--- config.mk ---
export PLATFORM = sky130hd
export DESIGN_NAME = traffic_sched
export DESIGN_NICKNAME = d
export VERILOG_FILES = /design/src/rtl/traffic_pkg.sv /design/src/rtl/phase_timer.sv /design/src/rtl/traffic_sched.sv
export SDC_FILE = /design/constraint.sdc
export NUM_CORES = 1
export LEC_CHECK = 0
export ABC_AREA = 1
export CORE_UTILIZATION = 25
export CTS_CLUSTER_SIZE = 16
export DETAILED_ROUTE_END_ITERATION = 7
export GPL_TIMING_DRIVEN = 0
export PLACE_DENSITY = 0.42
export SLEW_MARGIN = 20
export SYNTH_ARGS = -nofsm -noshare
export SYNTH_HDL_FRONTEND = slang
export SYNTH_HIERARCHICAL = 1
export SYNTH_SLANG_ARGS = --single-unit
export TNS_END_PERCENT = 10
--- constraint.sdc ---
create_clock -name clk -period 2.55 [get_ports clk]
set_input_delay 0.255 -clock clk [delete_from_list [all_inputs] [get_ports clk]]
set_output_delay 0.255 -clock clk [all_outputs]
set_load 0.005 [all_outputs]
--- src/rtl/traffic_pkg.sv ---
// Shared definitions for the traffic_sched block: light color codes, FSM states and default phase durations.
// The ALLRED state exists only when TRAFFIC_SCHED_ALLRED_EN is defined.
package traffic_pkg;

    localparam logic [1:0] RED = 2'b01;
    localparam logic [1:0] YEL = 2'b10;
    localparam logic [1:0] GRN = 2'b11;

    localparam logic [3:0] DEF_GREEN  = 4'd5;
    localparam logic [3:0] DEF_YELLOW = 4'd2;

    typedef enum logic [2:0] {
        IDLE,
        GREEN,
        YELLOW,
`ifdef TRAFFIC_SCHED_ALLRED_EN
        ALLRED,
`endif
        PAUSE
    } state_t;

    // Every light red except light idx, which shows the color of the given phase.
    function automatic logic [7:0] light_pattern(input state_t st, input logic [1:0] idx);
        logic [7:0] pat;
        pat = {4{RED}};
        if (st == GREEN)
            pat[{idx, 1'b0} +: 2] = GRN;
        else if (st == YELLOW)
            pat[{idx, 1'b0} +: 2] = YEL;
        return pat;
    endfunction

endpackage

--- src/rtl/phase_timer.sv ---
// Four-bit phase counter: loads a duration (zero forced to 1) and counts it down on unheld ticks.
module phase_timer (
    input  logic       clk,
    input  logic       rst,
    input  logic       load,
    input  logic [3:0] load_val,
    input  logic       tick,
    input  logic       hold,
    output logic [3:0] remain,
    output logic       done
);

    assign done = tick && !hold && (remain == 4'd1);

    // NOTE: sequential state uses non-blocking assignments so every register samples pre-edge values.
    always_ff @(posedge clk) begin
        if (rst)
            remain <= 4'd0;
        else if (load)
            remain <= (load_val == 4'd0) ? 4'd1 : load_val;
        else if (tick && !hold && remain != 4'd0)
            remain <= remain - 4'd1;
    end

endmodule

--- src/rtl/traffic_sched.sv ---
// Four-light intersection scheduler: duration table, phase FSM with pause/resume, registered light outputs.
// Define TRAFFIC_SCHED_ALLRED_EN to insert a one-tick all-red clearance phase after every yellow.
module traffic_sched
    import traffic_pkg::*;
(
    input  logic       clk,
    input  logic       rst,
    input  logic       tick,
    input  logic       cfg_send,
    input  logic [1:0] cfg_sel,
    input  logic       cfg_color,
    input  logic [3:0] cfg_time,
    input  logic       go,
    output logic [7:0] light_color,
    output logic [1:0] active,
    output logic [3:0] remain,
    output logic       running
);

    state_t     state;
    state_t     saved_state;
    logic [3:0] dur [8];     // index {light, color}: color 0 green, 1 yellow
    logic [1:0] nxt_light;
    logic       load;
    logic [3:0] load_val;
    logic       hold;
    logic       done;

    assign nxt_light = active + 2'd1;
    assign hold      = go || (state == IDLE) || (state == PAUSE);

    // NOTE: every variable gets a default first so no path leaves it unassigned and infers a latch.
    always_comb begin
        load     = 1'b0;
        load_val = 4'd0;
        case (state)
            IDLE: if (go) begin
                load     = 1'b1;
                load_val = dur[3'd0];
            end
            GREEN: if (done) begin
                load     = 1'b1;
                load_val = dur[{active, 1'b1}];
            end
            YELLOW: if (done) begin
                load     = 1'b1;
`ifdef TRAFFIC_SCHED_ALLRED_EN
                load_val = 4'd1;
`else
                load_val = dur[{nxt_light, 1'b0}];
`endif
            end
`ifdef TRAFFIC_SCHED_ALLRED_EN
            ALLRED: if (done) begin
                load     = 1'b1;
                load_val = dur[{nxt_light, 1'b0}];
            end
`endif
            default: ;
        endcase
    end

    phase_timer u_timer (
        .clk      (clk),
        .rst      (rst),
        .load     (load),
        .load_val (load_val),
        .tick     (tick),
        .hold     (hold),
        .remain   (remain),
        .done     (done)
    );

    // The load mux reads the table before this edge, so a write never alters a phase being loaded now.
    always_ff @(posedge clk) begin
        if (rst) begin
            state       <= IDLE;
            saved_state <= IDLE;
            active      <= 2'd0;
            light_color <= {4{RED}};
            running     <= 1'b0;
            // NOTE: the duration table is small and must come back to known defaults, so it is reset explicitly.
            for (int i = 0; i < 8; i++)
                dur[i] <= i[0] ? DEF_YELLOW : DEF_GREEN;
        end else begin
            if (cfg_send)
                dur[{cfg_sel, cfg_color}] <= cfg_time;

            case (state)
                IDLE: if (go) begin
                    state       <= GREEN;
                    active      <= 2'd0;
                    light_color <= light_pattern(GREEN, 2'd0);
                    running     <= 1'b1;
                end
                PAUSE: if (go) begin
                    state   <= saved_state;
                    running <= 1'b1;
                end
                default: begin
                    if (go) begin
                        saved_state <= state;
                        state       <= PAUSE;
                        running     <= 1'b0;
                    end else if (done) begin
                        case (state)
                            GREEN: begin
                                state       <= YELLOW;
                                light_color <= light_pattern(YELLOW, active);
                            end
`ifdef TRAFFIC_SCHED_ALLRED_EN
                            YELLOW: begin
                                state       <= ALLRED;
                                light_color <= {4{RED}};
                            end
`endif
                            default: begin
                                state       <= GREEN;
                                active      <= nxt_light;
                                light_color <= light_pattern(GREEN, nxt_light);
                            end
                        endcase
                    end
                end
            endcase
        end
    end

endmodule
==> metrics.md <==
| Metric | Value |
|---|---|
| Number of remaining DRC errors | `3` |
| TritonCTS clock tree | `yes` |
| Vias in the first global route | `~2400` |
| Max clock buf depth | `2` |
| Yosys warns | `6` |
| FFs w/ async S/R, synth | `0%` |
| Min-Delay Path Class | `flop to flop` |
| Max-Cap Viols | `0` |
| #FFs+latches synth | `between 50 and 60` |
| Worst VDD drop | `0.000292 V` |
| Period minus WS final | `2.30 ns` |
| Final Hold Fails | `0` |
| Placer Congestion | `between 0.7 and 0.8` |
| Drt initial violations | `107` |
| Layout area overhead | `20.2%` |
| Top cells by area, synth | `edfxtp_1, dfxtp_1, nand2_1` |
| Worst Path Required | `2.74 ns` |
| Top cell by count, worst path | `inv_2` |
| Post-placement cell area | `3450 um^2` |
| Via/cell ratio | `4.25` |
| Cell Chain, Critical Path | `buf_6, nor2_2, nand2_4, ha_1, nand2_1, nor2_1, and3_1, buf_4, inv_2, a21oi_1, o21ai_1, inv_2, inv_2, or2_0, o21a_1, nand2_1, nor2_1` |
| Clock skew | `0.00555 ns` |
| CTS Buf Count | `5` |
| Routed via count | `2403` |
| Worst slew pin tran | `0.622 ns` |
| Worst R2R Path Depth | `17` |
| Avg WL per Cell | `11.9 um` |
| Standard-cell row count | `39` |
| First-pass GRT wire length | `approximately 11000 um` |
| Worst r2r dst | `u_timer/remain[0]` |
| Initial antenna violation count | `0` |
| # hold bufs at CTS | `0` |
| Final total power | `approximately 2.2 mW` |
| Starting density of the core | `26.1%` |
| Post-Syn Instances | `387` |
| CORE AREA | `about 12000 um^2` |
| Most frequent cell after synthesis | `nand2_1` |
| Number of enable flip-flop cells after synthesis | `32` |
| Sequential element share of the synthesized area | `a little under half` |
| Drt first pass iters | `8` |
| Crit path DAT | `around 2.5 ns` |
| Power per Cell Area | `615 nW/um^2` |
| Layout Nets | `445` |
| Slew Limit Headroom | `58.5%` |
| Fin crit share | `90.4%` |
| Die Height | `112 um` |
| Die Span X | `112 um` |
| Reg-to-Reg Start | `state[1]` |
| Failing checks | `DRC` |
| Clock-pin slew on the worst setup and hold paths | `approximately 0.070 ns` |
| Critical Path Source Type | `flop` |
| Worst hold path startpoint | `light_color[0]` |
| Status | `finished with violations` |
| Total leakage power | `1.56 nW` |
| Die Area | `12500 um^2` |
| Layout cells sized above 1 | `14.4%` |
| Worst setup path class | `flop to flop` |
| Setup ws final | `0.245 ns` |
| Hold EP | `light_color[0]` |
| Crit. End Element | `flop` |
| Yosys top cell area share | `31.9%` |
| Main synth FF type | `edfxtp_1` |
| Layout Cell Area excl Fill | `3620 um^2` |
| Port-buffer cells | `26` |
| Largest net degree at the start of global routing | `17` |
| Synth Area per Inst | `7.79 um^2` |
| ANT nets after route | `0` |
| R2r setup slk | `0.25 ns` |
| Post-synth top cells | `nand2_1, nor2_1, inv_1, nand3_1, edfxtp_1` |
| Mapped Nets | `around 410` |
| Crit-path max cell delay | `0.33 ns` |
| Unrepaired setup endpoints after global routing | `false` |
| Cell area after synthesis | `3010 um^2` |
| Crit path max fanout | `10` |
| Antenna diodes | `0` |
| Fillcell total | `1268` |
| GRT Total Usage | `~11%` |
| Count of different cell masters after synthesis | `34` |
| Slowest CP cell | `dfxtp_1` |
| Drt total wl | `6740 um` |
| Fmax | `434 MHz` |
| # IOs | `27` |
| Total gr overflow | `0` |
| Worst hold slack | `0.462 ns` |
| Final setup vio count | `0` |
| CTS Sinks | `55` |
| Pins over their slew limit | `0` |
| Worst skew pair latency | `0.29 ns` |
| Pre-CTS setup slack | `-0.161 ns` |
| CTS root buffer | `clkbuf_16` |
| HPWL Detailed | `5220 um` |
| Largest area contributor in the netlist | `edfxtp_1` |
| Worst hold stages | `2` |
| H-tree depth | `2` |
[power breakdown]
part           internal [mW]  leakage [nW]  switching, mW
Combinational          0.212         0.995          0.306
Sequential              1.01         0.501         0.0446
Clock                  0.358        0.0658          0.301
[routing by layer]
metal / global-route usage, % / wire [um]
met5: 0 / 0
met4: 3.87 / 90
met3: 2.72 / 204
met2: 19.0 / 3170
met1: 14.6 / 3280
[cells by family after synthesis]
logic type / after synthesis / share of synthesized area [%]
and+or+nand+nor: 223 / 33.1
buffers and inverters: 68 / 9.14
DFF: 55 / 47.2
AOI/OAI and AO/OA: 30 / 6.15
adders and majority gates: 10 / 4.15
xor gates and xnor gates: 1 / 0.291
[cell type report]
cell class | count | area (um^2) | share of cell area [%]
buffer | 8 | 48.8 | 1.35
inverter | 60 | 230 | 6.36
multi-input combinational | 264 | 1320 | 36.3
sequential | 55 | 1420 | 39.3
clock buffer | 5 | 125 | 3.45
tap | 143 | 179 | 4.94
clock inverter | 2 | 13.8 | 0.380
timing repair buffer | 29 | 285 | 7.88
[worst max path at each step]
stage	from	end	slack [ns]
2_1_floorplan	state[0]	u_timer/remain[0]	0.32
3_3_place_gp	go	u_timer/remain[0]	-0.15
3_5_place_dp	go	u_timer/remain[0]	-0.16
4_1_cts	state[1]	u_timer/remain[0]	0.02
5_1_grt	state[1]	u_timer/remain[0]	0.001
6_report	state[1]	u_timer/remain[0]	0.25
[state kept, by name, summed over array words and instances (netlist names), named ones only]
name and count:
dur 32, u_timer/remain 4, saved_state 3, state 3, active 2, light_color 8, running 1
[metrics by stage]
| stage | instances | setup TNS, ns | utilization [%] |
|---|---|---|---|
| 2_1_floorplan | 387 | 0 | - |
| 3_3_place_gp | 556 | -0.150 | 29.8 |
| 5_1_grt | 566 | 0 | 31.3 |
| 6_report | 566 | 0 | 31.3 |
| 4_1_cts | 563 | 0 | 31.1 |
| 3_5_place_dp | 556 | -0.161 | 29.8 |
[cells in the final DEF (no fill, tap or decap), types with 2 or more instances in the layout]
master / synthesis / final
edfxtp_1: 32 / 32
nand4_1: 3 / 3
or2_1: 3 / 3
buf_2: 3 / 3
clkbuf_1: 2 / 2
a21oi_1: 9 / 9
inv_2: 20 / 21
ha_1: 10 / 10
clkdlybuf4s50_1: 0 / 25
dfxtp_1: 23 / 21
a21oi_2: 4 / 4
buf_4: 3 / 5
o21ai_2: 2 / 2
nand2_2: 5 / 5
dfxtp_2: 0 / 2
nand2_1: 107 / 107
inv_1: 38 / 37
clkbuf_16: 0 / 5
nand2_4: 2 / 2
nand3_1: 37 / 37
nor2_1: 53 / 53
nor2_2: 3 / 3
o211ai_1: 4 / 4
o21ai_0: 9 / 9
nand3_4: 2 / 2
nor3_1: 2 / 2
[repair_timing]
action	4_1_cts	5_1_grt
gates resized for setup	1	4
buffers inserted	0	3
endpoints found under the setup margin	1	2
[critical path: cells and delay by family, from the launching register on]
family,cells,cell delay [ns]
and+or+nand+nor,8,0.76
buffers and inverters,5,0.56
DFF,1,0.33
AOI/OAI and AO/OA,3,0.40
adders and majority gates,1,0.14
Note: power is estimated with default switching activity, not from simulation.
